$ cat src/rtl/transition_decode.sv
// transition_decode: rebuilds the NA-bit two's-complement operand from its Booth transition vectors (P,N),
// decoding DW digits per clock LSB first and flagging encodings no operand can produce.
module transition_decode #(
    parameter int NA = 6,
    parameter int DW = 2
) (
    input  logic          clk,
    input  logic          rst_n,
    input  logic          in_valid,
    output logic          in_ready,
    input  logic [NA-1:0] P_in,
    input  logic [NA-1:0] N_in,
    output logic          out_valid,
    input  logic          out_ready,
    output logic [NA-1:0] A_out,
    output logic          err_out,
    output logic          busy
);
    localparam int S  = NA / DW;
    localparam int SW = (S > 1) ? $clog2(S) : 1;

    if (DW < 1 || NA % DW != 0) begin : g_chk
        $error("transition_decode: NA must be a positive multiple of DW");
    end

    typedef enum logic [1:0] {IDLE, RUN, DONE} state_t;

    state_t        state, state_nx;
    logic [NA-1:0] p_sh, n_sh, acc, acc_nx;
    logic [SW-1:0] step;
    logic          prev, err, last;
    logic [DW-1:0] grp;
    logic          grp_prev, grp_ill;

    assign in_ready  = state == IDLE;
    assign out_valid = state == DONE;
    assign busy      = state != IDLE;
    assign last      = step == SW'(S - 1);

    always_comb begin
        state_nx = state;
        if (state == IDLE && in_valid) state_nx = RUN;
        if (state == RUN && last) state_nx = DONE;
        if (state == DONE && out_ready) state_nx = IDLE;
    end

    // A digit is legal only if it equals A[i-1]-A[i], i.e. +1 needs prev=1 and -1 needs prev=0
    always_comb begin
        grp_prev = prev;
        grp_ill  = 1'b0;
        grp      = '0;
        for (int i = 0; i < DW; i++) begin
            grp_ill  = grp_ill | (p_sh[i] & n_sh[i]) | (p_sh[i] & ~grp_prev) | (n_sh[i] & grp_prev);
            grp[i]   = grp_prev ^ (p_sh[i] | n_sh[i]);
            grp_prev = grp[i];
        end
    end

    if (NA == DW) begin : g_one
        assign acc_nx = grp;
    end else begin : g_shift
        assign acc_nx = {grp, acc[NA-1:DW]};
    end

    always_ff @(posedge clk or negedge rst_n) begin
        if (!rst_n) begin
            state <= IDLE;
        end else begin
            state <= state_nx;
        end
    end

    always_ff @(posedge clk or negedge rst_n) begin
        if (!rst_n) begin
            p_sh    <= '0;
            n_sh    <= '0;
            acc     <= '0;
            step    <= '0;
            prev    <= 1'b0;
            err     <= 1'b0;
            A_out   <= '0;
            err_out <= 1'b0;
        end else if (state == IDLE && in_valid) begin
            p_sh <= P_in;
            n_sh <= N_in;
            acc  <= '0;
            step <= '0;
            prev <= 1'b0;
            err  <= 1'b0;
        end else if (state == RUN) begin
            p_sh <= p_sh >> DW;
            n_sh <= n_sh >> DW;
            acc  <= acc_nx;
            step <= step + 1'b1;
            prev <= grp_prev;
            err  <= err | grp_ill;
            if (last) begin
                A_out   <= acc_nx;
                err_out <= err | grp_ill;
            end
        end
    end
endmodule

$ cat config.mk
export PLATFORM = sky130hd
export DESIGN_NAME = transition_decode
export DESIGN_NICKNAME = d
export VERILOG_FILES = /design/src/rtl/transition_decode.sv
export SDC_FILE = /design/constraint.sdc
export NUM_CORES = 1
export LEC_CHECK = 0
export ABC_AREA = 1
export CELL_PAD_IN_SITES_DETAIL_PLACEMENT = 0
export CELL_PAD_IN_SITES_GLOBAL_PLACEMENT = 1
export CORE_ASPECT_RATIO = 1.4
export CORE_MARGIN = 3
export CORE_UTILIZATION = 30
export CTS_CLUSTER_DIAMETER = 120
export DETAILED_ROUTE_END_ITERATION = 12
export DONT_BUFFER_PORTS = 1
export PLACE_DENSITY_LB_ADDON = 0.12
export SYNTH_ARGS = -nofsm -noshare
export SYNTH_HDL_FRONTEND = slang
export SYNTH_SLANG_ARGS = --single-unit
$ cat constraint.sdc
create_clock -name clk -period 2.65 [get_ports clk]
set_input_delay 0.53 -clock clk [delete_from_list [all_inputs] [get_ports clk]]
set_output_delay 0.53 -clock clk [all_outputs]
set_load 0.05 [all_outputs]
==> qor.yml, run 1 <==
p_leak_uw: 0.000626
worst_slew_pin_slew_ns: 0.476
cts_max_level: 1
drcViolationCount: 0
die_x_um: 60.3
synth_nets: 150
cp.arrival_ns: 1.25
p_sw_uw: 902
powerDensity_nw_per_um2: 1390
post-route-min-period_ns: 1.78
critical_path.max_fanout: 3
pwr-share-clk_pct: 12.2
io_pins: 26
yosysTopAreaCellShare_pct: 56.5
n_antenna_cell: 0
fp-row-count: 27
fin_total_pwr_uw: 1860
combPwrFrac_pct: 39.6
dieArea_um2: 4950
cts_setup_buffers: 0
synth_area_per_cell_um2: 9.32
ys_ff_latch: 28
hpwlAfterDp_um: 1710
reg2reg_setup_slack_ns: 1.14
initial_core_util_pct: 31.4
numCtsBuffers: 3
reg2reg_from: "state[1]$_DFFE_PN0P_"
rsz0062_at_grt: "no"
clock_sinks: 28
status: "finished, final reports clean"
ctsResizeCount: 0
fillCellCount: 422
via_per_inst: 4.94
grt_use_total_pct: 11.0
grt_first_pass_wirelength_um: 4020
hold_path_class: "in -> async"
endpoint_kind: "primary output"
fin_crit_sh_pct: 67.3
wl_um: 2410
drtIter0Drc: 16
drv_cap: 0
final_nets: 154
reg2reg_depth: 6
slew_headroom_pct: 68.3
yosysSeqAreaShare_pct: 56.5
ys_top_cells_by_area: "dfrtp_1, nand2_1, inv_1, o211ai_1, o21ai_2"
slew_violations: 0
cts_tree: "done"
hold_viol: 0
ant_nets: 0
p_int_uw: 953
clockRootBuffer: "clkbuf_8"
post_drt_wl_per_cell_um: 13.6
place_congestion: 0.726
cp-start-kind: "flop"
port_buffers: 0
syn_to_final_growth_pct: 7.47
required_ns: 2.12
grt_max_degree: 29
setup_violations: 0
dr.pass1.iters: 2
switching_share_pct: 48.6
synth_cell_types: 21
power_frac_seq_pct: 48.2
final_util_pct: 33.7
clock_latency_ns: 0.27
peakVddDrop_uv: 611
fmax_mhz: 560
tns_ns: 0
crit_type: "reg -> out"
drive_above_1_share_pct: 16.3
grt_pass1_vias: 909
vias: 880
skew_ns: 0.00263
synth_top_cell_by_area: "dfrtp_1"
die_h_um: 82.1
yosys_warnings: 0
antenna_found_initial: 0
synthesis.area_um2: 1240
postCtsHoldBufs: 1
coreArea_um2: 3950
clk_pin_slew_ns: 0.09
syn-instance-count: 133
clk_path_buf_depth: 2
grt_overflow_total: 0
timing.rr.end: "n_sh[5]$_DFFE_PN0P_"
-- final cells by class --
cell class / count / area [µm²] / area share [%]
Tap cell: 43 / 53.8 / 4.04
Multi-Input combinational cell: 83 / 434 / 32.6
Clock buffer: 3 / 41.3 / 3.10
Sequential cell: 28 / 701 / 52.6
Timing Repair Buffer: 3 / 35.0 / 2.63
Inverter: 18 / 67.6 / 5.07
-- per-stage QoR --
step                setup WS [ns]  area (µm²)  std cells  hold WS, ns
floorplan                   0.842        1240        133        0.234
global placement             1.16        1270        174        0.235
detailed placement           1.14        1270        174        0.235
CTS                         0.848        1330        178       0.0695
global route                0.792        1330        178       0.0573
finish                      0.866        1330        178       0.0692
-- registers in the layout, indices dropped and copies added, names as in the netlist --
signal   flops
acc          4
err          1
p_sh         6
A_out        6
n_sh         6
err_out      1
step         2
state        2
-- layer usage --
layer,vias to the layer above,track usage [%],part of all wire [%]
met5,-,0,0
met4,0,5.32,0.95
met1,420,13.6,46
met3,2,1.89,3.9
li1,438,-,-
met2,20,18.2,49
-- kinds of logic (layout without fill, tap and decap cells) --
kind of cell,after synthesis,after routing,synth area share [%]
adder cells (fa/ha/maj),1,1,1.01
AND/OR/NAND/NOR,56,56,19.2
flip-flops,28,28,56.5
AO/OA/AOI/OAI,26,26,14.8
buffers and inverters,22,24,8.48
-- power groups by stage --
stage	registers (µW)	logic [µW]	clock network, µW
6_report	894	736	226
3_3_place_gp	905	734	0
3_5_place_dp	906	740	0
2_1_floorplan	878	639	0
4_1_cts	897	756	238
5_1_grt	919	852	255
-- worst max-delay path, cell delays in order, from the launching register on --
cell and delay, ns:
dfrtp_1 0.41, nor2_2 0.05, buf_4 0.19, inv_1 0.34
-- synth_stat cells (all sizes together) --
cell and instances:
o221ai 2, nor2 8, o211ai 5, a22oi 1, ha 1, nand3b 1
nand2 42, o21ai 13, nand3 5, dfrtp 28, o22ai 3, buf 4
inv 18, a22o 2
-- worst max-delay path by stage --
stage,to,depth (start not counted),slack [ns],from
floorplan,busy,2,0.84,state[1]$_DFFE_PN0P_
detailed placement,n_sh[4]$_DFFE_PN0P_,6,1.14,state[1]$_DFFE_PN0P_
finish,busy,3,0.87,state[1]$_DFFE_PN0P_
CTS,busy,3,0.85,state[0]$_DFFE_PN0P_
global placement,busy,3,1.16,state[0]$_DFFE_PN0P_
global route,busy,3,0.79,state[1]$_DFFE_PN0P_
-- cell usage in the layout, fill, tap and decap left out, drive strengths merged --
cell    synthesis  routed
a22o            2       2
a22oi           1       1
buf             4       3
clkbuf          0       3
dfrtp          28      28
ha              1       1
inv            18      18
nand2          42      42
nand3           5       5
nand3b          1       1
nor2            8       8
o211ai          5       5
o21ai          13      13
o221ai          2       2
o22ai           3       3
Note: power is estimated with default switching activity, not from simulation.
==> run 2, diff against run 1 <==
==> constraint.sdc (replaced) <==
create_clock -name clk -period 1.54 [get_ports clk]
set_input_delay 0.308 -clock clk [delete_from_list [all_inputs] [get_ports clk]]
set_output_delay 0.308 -clock clk [all_outputs]
set_load 0.05 [all_outputs]
==> run 2 against run 1 <==
Clock skew about the same; via count increased by 1.5%; combinational power increased by 82%; non-clock buffer count increased by 3; cell count increased by 1.7%; worst hold slack improved by 0.085 ns; clock-buffer cell count unchanged; design area increased by 2.3%; largest cell class unchanged; highest routed layer unchanged.
==> qor.yml, run 2 (synthesis gave the netlist of run 1 again) <==
status: "finished, final reports clean"
fillCellCount: 434
grt_max_degree: 29
die_x_um: 60.3
power_frac_seq_pct: 47.3
cts_max_level: 1
hold_path_class: "in -> reg"
p_int_uw: 1690
fp-row-count: 27
numCtsBuffers: 3
combPwrFrac_pct: 40.8
drcViolationCount: 0
endpoint_kind: "primary output"
cts_tree: "done"
drv_cap: 0
most-common-layout-cells: "nand2_1, dfrtp_1, inv_1"
grt_overflow_total: 0
clk_path_buf_depth: 2
ctsResizeCount: 0
startpoint: "state[1]$_DFFE_PN0P_"
switching_share_pct: 48.7
place_congestion: 0.722
crit_type: "reg -> out"
cp.arrival_ns: 1.11
hpwlAfterDp_um: 1930
via_per_inst: 4.93
clk_pin_slew_ns: 0.09
hold_start: "P_in[4]"
design_area_um2: 1360
pwr-share-clk_pct: 11.9
clockRootBuffer: "clkbuf_8"
critical_path.max_fanout: 3
p_sw_uw: 1600
tns_ns: 0
fin_total_pwr_uw: 3290
syn_to_final_growth_pct: 9.89
dieArea_um2: 4950
fin_crit_sh_pct: 92.0
port_buffers: 0
powerDensity_nw_per_um2: 2420
clock_latency_ns: 0.27
final_common_cell: "nand2_1"
final_nets: 157
dr.pass1.iters: 4
peakVddDrop_uv: 861
grt_use_total_pct: 12.3
rsz0062_at_grt: "no"
p_leak_uw: 0.000640
clock_sinks: 28
ant_nets: 0
post-route-min-period_ns: 1.42
wl_um: 2640
reg_top3: "A_out (6), n_sh (6), p_sh (6)"
io_pins: 26
worst_hold_slack_ns: 0.154
cp-start-kind: "flop"
coreArea_um2: 3950
n_antenna_cell: 0
slew_violations: 0
skew_ns: 0.00260
vias: 893
final_util_pct: 34.5
drtIter0Drc: 22
reg2reg_from: "state[1]$_DFFE_PN0P_"
grt_first_pass_wirelength_um: 4510
slew_headroom_pct: 67.9
drive_above_1_share_pct: 17.4
fmax_mhz: 706
hold_viol: 0
required_ns: 1.23
placed_area_um2: 1290
die_h_um: 82.1
worst_slew_pin_slew_ns: 0.482
setup_violations: 0
post_drt_wl_per_cell_um: 14.6
grt_pass1_vias: 927
antenna_found_initial: 0
initial_core_util_pct: 31.4
==> run 2: cell types whose count changed in the layout (fill, tap and decap cells not counted) <==
cell and delta:
nor2_4 +1, buf_4 +2, dlygate4sd3_1 +1, nor2_2 -1
==> run 2: area by class of cell <==
cell class	count	area (µm²)	share of cell area [%]
sequential	28	701	51.4
multi-input combinational	83	439	32.2
inverter	18	67.6	4.96
timing repair buffer	6	60.1	4.41
tap	43	53.8	3.95
clock buffer	3	41.3	3.03
==> run 2: worst paths after layout <==
path / depth (start not counted) / slack, ns / endpoint
min in group asynchronous: 2 / 0.47 / A_out[5]$_DFFE_PN0P_
max in group asynchronous: 2 / 0.91 / acc[5]$_DFFE_PN0P_
max reg2reg: 5 / 0.27 / p_sh[3]$_DFFE_PN0P_
min: 2 / 0.15 / p_sh[4]$_DFFE_PN0P_
min reg2reg: 2 / 0.50 / err$_DFFE_PN0P_
max: 3 / 0.12 / out_valid
==> run 2: critical path, cell delays in order, from the launching register on <==
cell	delay, ns
dfrtp_1	0.44
inv_2	0.06
nor2_1	0.12
buf_4	0.22
==> run 2: power groups by stage <==
stage	logic, µW	clock network (µW)	registers [µW]
final	1340	392	1560
after global routing	1550	438	1600
after CTS	1370	414	1560
after detailed placement	1340	0	1580
after global placement	1340	0	1570
after floorplan	1100	0	1520
==> run 2: through the flow <==
stage          worst slack (ns)  std cells
5_1_grt                  0.0582        181
3_5_place_dp              0.289        176
6_report                  0.124        181
3_3_place_gp              0.307        176
4_1_cts                   0.106        181
2_1_floorplan            0.0783        133
==> run 2: metal layers <==
layer | vias to the layer above | share of wire (%) | GRT usage (%)
met5 | - | 0 | 0
met4 | 0 | 0.91 | 4.66
met3 | 2 | 5.4 | 2.67
met2 | 21 | 51 | 20.7
met1 | 431 | 43 | 15.2
li1 | 439 | - | -
==> run 2: repair_timing <==
| action | 4_1_cts | 5_1_grt |
|---|---|---|
| hold buffers | 2 | 0 |
| endpoints found under the hold margin | 28 | 0 |
| endpoints found under the setup margin | 0 | 0 |
| setup buffers | 0 | 0 |
